===== config.mk =====
export PLATFORM = sky130hd
export DESIGN_NAME = ps2_host_rx
export DESIGN_NICKNAME = d
export VERILOG_FILES = /design/src/rtl/ps2_pkg.sv /design/src/rtl/ps2_line_cond.sv /design/src/rtl/ps2_host_rx.sv
export SDC_FILE = /design/constraint.sdc
export NUM_CORES = 1
export LEC_CHECK = 0
export CORE_MARGIN = 2
export CORE_UTILIZATION = 51
export CTS_CLUSTER_DIAMETER = 40
export DETAILED_ROUTE_END_ITERATION = 6
export PLACE_DENSITY = 0.75
export SYNTH_ARGS = -nofsm -noshare
export SYNTH_HDL_FRONTEND = slang
export SYNTH_HIERARCHICAL = 1
export SYNTH_SLANG_ARGS = --single-unit

===== constraint.sdc =====
create_clock -name clk -period 1.7 [get_ports clk]
set_input_delay 0.17 -clock clk [delete_from_list [all_inputs] [get_ports clk]]
set_output_delay 0.17 -clock clk [all_outputs]
set_load 0.1 [all_outputs]

===== src/rtl/ps2_pkg.sv =====
// Frame constants, odd-parity helper and receiver state encoding shared by the PS/2 host tx and rx.
package ps2_pkg;

    localparam int   DATA_BITS = 8;
    localparam logic START_BIT = 1'b0;
    localparam logic STOP_BIT  = 1'b1;

    typedef enum logic [1:0] {
        RX_IDLE,
        RX_DATA,
        RX_PARITY,
        RX_STOP
    } rx_state_t;

    // Parity bit that makes the total number of ones (data + parity) odd.
    function automatic logic odd_parity(input logic [DATA_BITS-1:0] d);
        return ~^d;
    endfunction

endpackage


===== src/rtl/ps2_line_cond.sv =====
// One PS/2 line: 2-flop synchroniser, FILTER_LEN-sample glitch filter, registered falling-edge pulse.
// Pulse appears 2 + FILTER_LEN + 1 cycles after a clean raw edge; no backpressure.
module ps2_line_cond #(
    parameter int FILTER_LEN = 8
) (
    input  logic clk,
    input  logic rst,
    input  logic line_i,
    output logic fall_o
);

    localparam int CW = (FILTER_LEN > 1) ? $clog2(FILTER_LEN) : 1;

    logic          meta_q;
    logic          sync_q;
    logic          filt_q;
    logic          filt_d;
    logic          fall_q;
    logic [CW-1:0] cnt_q;
    logic [CW-1:0] cnt_d;

    // cnt_q counts consecutive samples that disagree with the filtered level; any agreeing sample restarts it.
    always_comb begin
        filt_d = filt_q;
        cnt_d  = '0;
        if (sync_q != filt_q) begin
            if (cnt_q == CW'(FILTER_LEN - 1)) begin
                filt_d = sync_q;
            end else begin
                cnt_d = cnt_q + 1'b1;
            end
        end
    end

    always_ff @(posedge clk) begin
        if (rst) begin
            meta_q <= 1'b1;
            sync_q <= 1'b1;
            filt_q <= 1'b1;
            cnt_q  <= '0;
            fall_q <= 1'b0;
        end else begin
            meta_q <= line_i;
            sync_q <= meta_q;
            filt_q <= filt_d;
            cnt_q  <= cnt_d;
            fall_q <= filt_q & ~filt_d;
        end
    end

    assign fall_o = fall_q;

endmodule


===== src/rtl/ps2_host_rx.sv =====
// Host-side PS/2 frame receiver with clock glitch filter and inter-edge watchdog.
// Result pulses and rx_data register one cycle after the stop-bit sample; no backpressure, rx_en low aborts silently.
module ps2_host_rx
    import ps2_pkg::*;
#(
    parameter int FILTER_LEN   = 8,
    parameter int TIMEOUT_BITS = 13
) (
    input  logic       clk,
    input  logic       rst,
    input  logic       ps2_clk_in,
    input  logic       ps2_data_in,
    input  logic       rx_en,
    output logic [7:0] rx_data,
    output logic       rx_valid,
    output logic       rx_parity_err,
    output logic       rx_frame_err,
    output logic       rx_timeout,
    output logic       rx_busy
);

    localparam int BCW = $clog2(DATA_BITS);

    logic                    sample;
    logic                    dmeta_q;
    logic                    dsync_q;

    rx_state_t               state_q,  state_d;
    logic [BCW-1:0]          bitcnt_q, bitcnt_d;
    logic [DATA_BITS-1:0]    shift_q,  shift_d;
    logic                    par_q,    par_d;
    logic [TIMEOUT_BITS-1:0] wdog_q,   wdog_d;
    logic [DATA_BITS-1:0]    data_q,   data_d;
    logic                    valid_q,  valid_d;
    logic                    perr_q,   perr_d;
    logic                    ferr_q,   ferr_d;
    logic                    to_q,     to_d;

    ps2_line_cond #(
        .FILTER_LEN (FILTER_LEN)
    ) u_clk_cond (
        .clk    (clk),
        .rst    (rst),
        .line_i (ps2_clk_in),
        .fall_o (sample)
    );

    // Data is only synchronised: it is stable for many cycles around each clock fall.
    always_ff @(posedge clk) begin
        if (rst) begin
            dmeta_q <= 1'b1;
            dsync_q <= 1'b1;
        end else begin
            dmeta_q <= ps2_data_in;
            dsync_q <= dmeta_q;
        end
    end

    always_comb begin
        state_d  = state_q;
        bitcnt_d = bitcnt_q;
        shift_d  = shift_q;
        par_d    = par_q;
        wdog_d   = wdog_q;
        data_d   = data_q;
        valid_d  = 1'b0;
        perr_d   = 1'b0;
        ferr_d   = 1'b0;
        to_d     = 1'b0;

        if (!rx_en) begin
            state_d = RX_IDLE;
            wdog_d  = '0;
            shift_d = '0;
        end else if (state_q == RX_IDLE) begin
            wdog_d = '0;
            if (sample && dsync_q == START_BIT) begin
                state_d  = RX_DATA;
                bitcnt_d = '0;
                shift_d  = '0;
                wdog_d   = '1;
            end
        end else if (sample) begin
            // A sample event always beats a simultaneous watchdog expiry.
            wdog_d = '1;
            case (state_q)
                RX_DATA: begin
                    shift_d  = {dsync_q, shift_q[DATA_BITS-1:1]};
                    bitcnt_d = bitcnt_q + 1'b1;
                    if (bitcnt_q == BCW'(DATA_BITS - 1)) begin
                        state_d = RX_PARITY;
                    end
                end
                RX_PARITY: begin
                    par_d   = dsync_q;
                    state_d = RX_STOP;
                end
                RX_STOP: begin
                    state_d = RX_IDLE;
                    wdog_d  = '0;
                    if (dsync_q != STOP_BIT) begin
                        ferr_d = 1'b1;
                    end else if (par_q != odd_parity(shift_q)) begin
                        perr_d = 1'b1;
                    end else begin
                        valid_d = 1'b1;
                        data_d  = shift_q;
                    end
                end
                default: state_d = RX_IDLE;
            endcase
        end else if (wdog_q == '0 || wdog_q == TIMEOUT_BITS'(1)) begin
            to_d    = 1'b1;
            state_d = RX_IDLE;
            wdog_d  = '0;
            shift_d = '0;
        end else begin
            wdog_d = wdog_q - 1'b1;
        end
    end

    always_ff @(posedge clk) begin
        if (rst) begin
            state_q  <= RX_IDLE;
            bitcnt_q <= '0;
            shift_q  <= '0;
            par_q    <= 1'b0;
            wdog_q   <= '0;
            data_q   <= '0;
            valid_q  <= 1'b0;
            perr_q   <= 1'b0;
            ferr_q   <= 1'b0;
            to_q     <= 1'b0;
        end else begin
            state_q  <= state_d;
            bitcnt_q <= bitcnt_d;
            shift_q  <= shift_d;
            par_q    <= par_d;
            wdog_q   <= wdog_d;
            data_q   <= data_d;
            valid_q  <= valid_d;
            perr_q   <= perr_d;
            ferr_q   <= ferr_d;
            to_q     <= to_d;
        end
    end

    assign rx_data       = data_q;
    assign rx_valid      = valid_q;
    assign rx_parity_err = perr_q;
    assign rx_frame_err  = ferr_q;
    assign rx_timeout    = to_q;
    assign rx_busy       = (state_q != RX_IDLE);

endmodule


==> results of run 1 <==
==> synthesized netlist by cell type (4+ instances only) <==
master | count | area share (%)
nor2_1 | 25 | 4.4
nor3_1 | 8 | 1.9
clkbuf_1 | 4 | 0.70
mux2i_1 | 10 | 4.7
inv_1 | 8 | 1.4
nor4_1 | 5 | 1.5
ha_1 | 11 | 6.4
o21ai_0 | 14 | 3.3
or2_2 | 4 | 1.2
nor2b_1 | 4 | 1.2
xor2_1 | 5 | 2.0
a21oi_1 | 21 | 4.9
dfxtp_1 | 48 | 45
xnor2_1 | 11 | 4.5
nand2_1 | 14 | 2.4
nand3_1 | 4 | 0.93
nand2b_1 | 5 | 1.5
==> metal layers <==
metal  GRT usage (%)  vias to the layer above  share of wire, %
met3            6.98                       13               5.1
li1                -                      919                 -
met1            25.3                      918                42
met5               0                        -                 0
met4            11.3                        0               2.3
met2            36.5                       74                50
==> final cells by class <==
class | instances | area [um^2] | share of cell area [%]
multi-input combinational | 167 | 1300 | 43.7
clock buffer | 6 | 72.6 | 2.44
inverter | 8 | 33.8 | 1.14
tap | 50 | 62.6 | 2.10
timing repair buffer | 61 | 504 | 17.0
sequential | 48 | 966 | 32.5
clock inverter | 2 | 35.0 | 1.18
==> power by group <==
part	switching, mW	total [mW]	internal (mW)
Clock	0.391	0.828	0.437
Sequential	0.00242	1.13	1.13
Combinational	0.0208	0.0412	0.0203
Total	0.414	2.00	1.59
==> cell usage in the layout, fill, tap and decap left out, types with 6 or more instances in the layout <==
cell,synthesis,final
dfxtp_1,48,44
a21oi_1,21,15
nor2_1,25,25
mux2i_1,10,9
buf_4,0,53
nand2_1,14,13
xnor2_1,11,10
nor3_1,8,7
o21ai_1,0,7
ha_1,11,10
a21oi_2,2,7
o21ai_2,0,6
==> kinds of logic after synthesis <==
group	Yosys count	share of synthesized area [%]
compound gates	44	12.0
xor+xnor	18	8.67
fa+ha+maj	11	6.40
buf+inv	14	2.50
flops	48	44.7
mux	11	5.70
simple gates	81	20.1
==> final timing paths <==
path	cells past startpoint	end	slack, ns	from
min reg2reg	1	u_clk_cond/sync_q$_SDFF_PP1_	0.41	u_clk_cond/meta_q$_SDFF_PP1_
min	2	dmeta_q$_SDFF_PP1_	0.41	ps2_data_in
max	7	state_q[1]$_SDFFE_PP0P_	-0.21	wdog_q[8]$_SDFF_PP0_
max reg2reg	7	state_q[1]$_SDFFE_PP0P_	-0.21	wdog_q[8]$_SDFF_PP0_
==> timing repair <==
action	in CTS	in global routing
resized for setup	16	34
setup buffers	2	3
pin swaps	6	21
hold endpoints to repair	0	0
gates cloned	2	0
endpoints found under the setup margin	34	34
==> sequential cells by signal, indices dropped and copies added, names as in the netlist <==
name               flops
par_q                  1
bitcnt_q               3
u_clk_cond/fall_o      1
u_clk_cond/meta_q      1
rx_data                8
u_clk_cond/filt_q      1
wdog_q                13
rx_valid               1
dsync_q                1
u_clk_cond/sync_q      1
rx_timeout             1
rx_frame_err           1
rx_parity_err          1
u_clk_cond/cnt_q       3
state_q                2
dmeta_q                1
shift_q                8
==> results.md, run 1 <==
* Die Span Y at 68.9 um
* First-pass GRT wire length at 7.57 mm
* Synth-to-layout area growth at 38.3%
* Sequential fraction of the synthesis area at 44.7%
* Pre-CTS WS at -0.139 ns
* Top-Level Pins at 18
* Bufs on Longest Clock Path at 2
* Filler instances at 274
* Diode count at 0
* Pin count of the biggest net entering global routing at 23
* Clock Skew at 0.00594 ns
* CTS H-tree lvls at 2
* Initial core utilization at 53.4%
* Final std cells w/o fill at 342
* Finished Cell Area at 2970 um^2
* Max_slew headroom at 69.5%
* Slowest stage delay, CP at 0.56 ns
* FMAX at 523 MHz
* #FFs+latches synth at 48
* Synth Instances at 227
* Vias per cell at 5.63
* CTS tree: yes
* Clock Tree Root: clkbuf_8
* Status: finished, violations left
* Placer Congestion at 0.965
* VDD IR-drop max at 0.000541 V
* Worst Setup Start Kind: register
* Hold_buf cts at 0
* Library cells used by synthesis at 36
* Crit path kind: reg2reg
* Period utilisation layout at 112%
* Clk pin slew, worst setup/hold paths at 0.09 ns
* Worst slew pin tran at 0.457 ns
* Pleak at 1.31 nW
* Placed cell count at 327
* Core footprint at 4030 um^2
* Worst EP required at 1.91 ns
* Critical-path cell list: or4_4 -> nor4b_4 -> buf_4 -> buf_6 -> a21oi_4 -> o21ai_1 -> a21oi_1
* Arr. time, crit path at 2.12 ns
* Fin. max-slew vios at 0
* Site row count at 23
* Total power at 2.00 mW
* Failing checks: setup timing
* # setup viols final at 32
* CTS sink cnt at 48
* Worst skew pair latency at 0.31 ns
* Drc violations at 0
* Pre-antenna DRT Iters at 4
* Max FO, Critical Path at 5
* Post-DP HPWL at 3.13 mm
* Crit path max-delay family: simple AND/OR/NAND/NOR gates
* Setup crit end kind: register
* Hold Slack at 0.408 ns
* Mapped cell area at 2150 um^2
* Power Dens Cells at 672 nW/um^2
* Avg Cell Area, Syn at 9.47 um^2
* Final Hold Violating Endpoints at 0
* Layout cells sized above 1 at 36.6%
* Initial antenna violation count at 0
* CTS Buf Count at 5
* Die area at 4750 um^2
* Crit-path slowest cell: or4_4
* Post-Route WL at 5.46 mm
* Grt total ovfl at 0
* Synth warnings at 6
* Placed cell areas at 2650 um^2
* Port bufs at 17
* Number of synthesized flops with an enable pin at 0
* WP buf/inv at 2
* Ys async rst share at 0%
* Worst hold path class: in2reg
* Post-route ant nets at 0
* Syn_nets at 243
* Initial DRC count at 138
* Die width at 68.9 um
* Routed vias at 1924
* Min Tclk post-route at 1.91 ns
* RSZ-0062 raised after global routing: true
* Worst setup margin at -0.212 ns
* Tot GR Track Use at 22.0%
* Layout Nets at 307
* Top FF cell, synth: dfxtp_1
* Routed WL per cell at 16.0 um
* TNS Setup at -4.04 ns
* Number of global-route vias before repair at 1728
* Max Cap Violations at 0
* Util after Layout at 73.8%
Note: power is estimated with default switching activity, not from simulation.
==> run 2, diff against run 1 <==
--- a/config.mk
+++ b/config.mk
@@ -6,10 +6,10 @@
 export NUM_CORES = 1
 export LEC_CHECK = 0
 export CORE_MARGIN = 2
-export CORE_UTILIZATION = 51
-export CTS_CLUSTER_DIAMETER = 40
+export CORE_UTILIZATION = 35
+export CTS_CLUSTER_DIAMETER = 60
 export DETAILED_ROUTE_END_ITERATION = 6
-export PLACE_DENSITY = 0.75
+export PLACE_DENSITY = 0.56
 export SYNTH_ARGS = -nofsm -noshare
 export SYNTH_HDL_FRONTEND = slang
 export SYNTH_HIERARCHICAL = 1
==> results.md, run 2 (synthesis gave the netlist of run 1 again) <==
* Worst slew pin tran at 0.411 ns
* Grt total ovfl at 0
* Arr. time, crit path at 2.09 ns
* Worst setup margin at -0.192 ns
* Min Tclk post-route at 1.89 ns
* RSZ-0062 raised after global routing: true
* CTS H-tree lvls at 2
* Post-Route WL at 4.87 mm
* Post-route ant nets at 0
* Max reg flops at 13
* Worst EP required at 1.90 ns
* Pre-CTS WS at -0.170 ns
* Layout cells sized above 1 at 40.8%
* Bufs on Longest Clock Path at 2
* Pin count of the biggest net entering global routing at 23
* CTS Buf Count at 5
* Vias per cell at 4.85
* Initial core utilization at 36.3%
* Highest routed layer: met4
* Power Dens Cells at 653 nW/um^2
* Initial DRC count at 38
* Site row count at 28
* Setup crit end kind: register
* Pre-antenna DRT Iters at 4
* Final Hold Violating Endpoints at 0
* Core footprint at 5920 um^2
* Number of global-route vias before repair at 1711
* Tot GR Track Use at 15.1%
* Worst skew pair latency at 0.31 ns
* Multi-input logic area at 1320 um^2
* Crit path kind: reg2reg
* Port bufs at 17
* Routed WL per cell at 13.0 um
* Die area at 6790 um^2
* Util after Layout at 52.3%
* Placed cell areas at 2720 um^2
* Clock Skew at 0.00877 ns
* Filler instances at 560
* Placer Congestion at 0.788
* # setup viols final at 25
* Clock Tree Root: clkbuf_8
* VDD IR-drop max at 0.000371 V
* FMAX at 528 MHz
* Met2 WL at 2.40 mm
* Worst Setup Start Kind: register
* Worst hold path class: reg2reg
* Hold_buf cts at 0
* Die width at 82.4 um
* Status: finished, violations left
* Max_slew headroom at 72.5%
* Fin. max-slew vios at 0
* Initial antenna violation count at 0
* Pleak at 1.35 nW
* CTS tree: yes
* Max FO, Critical Path at 4
* Failing checks: setup timing
* Layout Nets at 314
* Hold Slack at 0.414 ns
* Finished Cell Area at 3100 um^2
* Period utilisation layout at 111%
* Routed vias at 1813
* Max Cap Violations at 0
* FF+latch area at 965 um^2
* Drc violations at 0
* Clk pin slew, worst setup/hold paths at 0.09 ns
* Synth-to-layout area growth at 44.0%
* CTS sink cnt at 48
* Top-Level Pins at 18
* Die Span Y at 82.4 um
* Most frequent cells in the layout: buf_4, dfxtp_1, nor2_1
* TNS Setup at -2.20 ns
* Diode count at 0
* First-pass GRT wire length at 7.85 mm
* Top reg by flops: wdog_q
* Metal3 WL at 141 um
* Leading cell type in the layout, fill and taps excluded: buf_4
* WL met1 at 2.25 mm
* Post-DP HPWL at 3.15 mm
==> run 2: critical path, cell delays in order, from the launching register on <==
cell       delay (ns)
dfxtp_2          0.33
or4_4            0.56
nor4b_4          0.26
buf_4            0.17
a21oi_4          0.08
a2111oi_4        0.31
nor3_2           0.06
==> run 2: worst paths after layout <==
path / startpoint / to / slack [ns] / cells past startpoint
min: dmeta_q$_SDFF_PP1_ / dsync_q$_SDFF_PP1_ / 0.41 / 1
max: wdog_q[10]$_SDFF_PP0_ / state_q[0]$_SDFFE_PP0P_ / -0.19 / 6
min reg2reg: dmeta_q$_SDFF_PP1_ / dsync_q$_SDFF_PP1_ / 0.41 / 1
max reg2reg: wdog_q[10]$_SDFF_PP0_ / state_q[0]$_SDFFE_PP0P_ / -0.19 / 6
==> run 2: final cells by class <==
type | instances | area share (%)
clock buffers | 5 | 2.22
clock inverters | 3 | 1.54
inverters | 8 | 1.09
multi-input cells | 166 | 42.5
flip-flops and latches | 48 | 31.2
well taps | 75 | 3.03
repair buffers | 69 | 18.5
==> run 2: layer usage <==
layer,vias up,global-route usage [%]
met2,26,24.6
met4,0,5.17
li1,935,-
met5,-,0
met3,6,3.59
met1,846,19.5
==> run 2: stage by stage <==
stage	total power, mW	instances
6_report	2.02	374
2_1_floorplan	1.17	227
4_1_cts	2.04	373
3_3_place_gp	1.20	359
3_5_place_dp	1.20	359
5_1_grt	2.09	374
==> run 2: repair_timing <==
item,4_1_cts,5_1_grt
cloned,1,0
buffers inserted,5,1
pin swaps,3,22
resized for setup,15,39
endpoints found under the setup margin,32,37
==> run 2: where the power goes <==
group	switching [mW]	leakage [nW]	internal (mW)
Combinational	0.0209	0.904	0.0194
Clock	0.406	0.0583	0.443
Sequential	0.00355	0.389	1.13
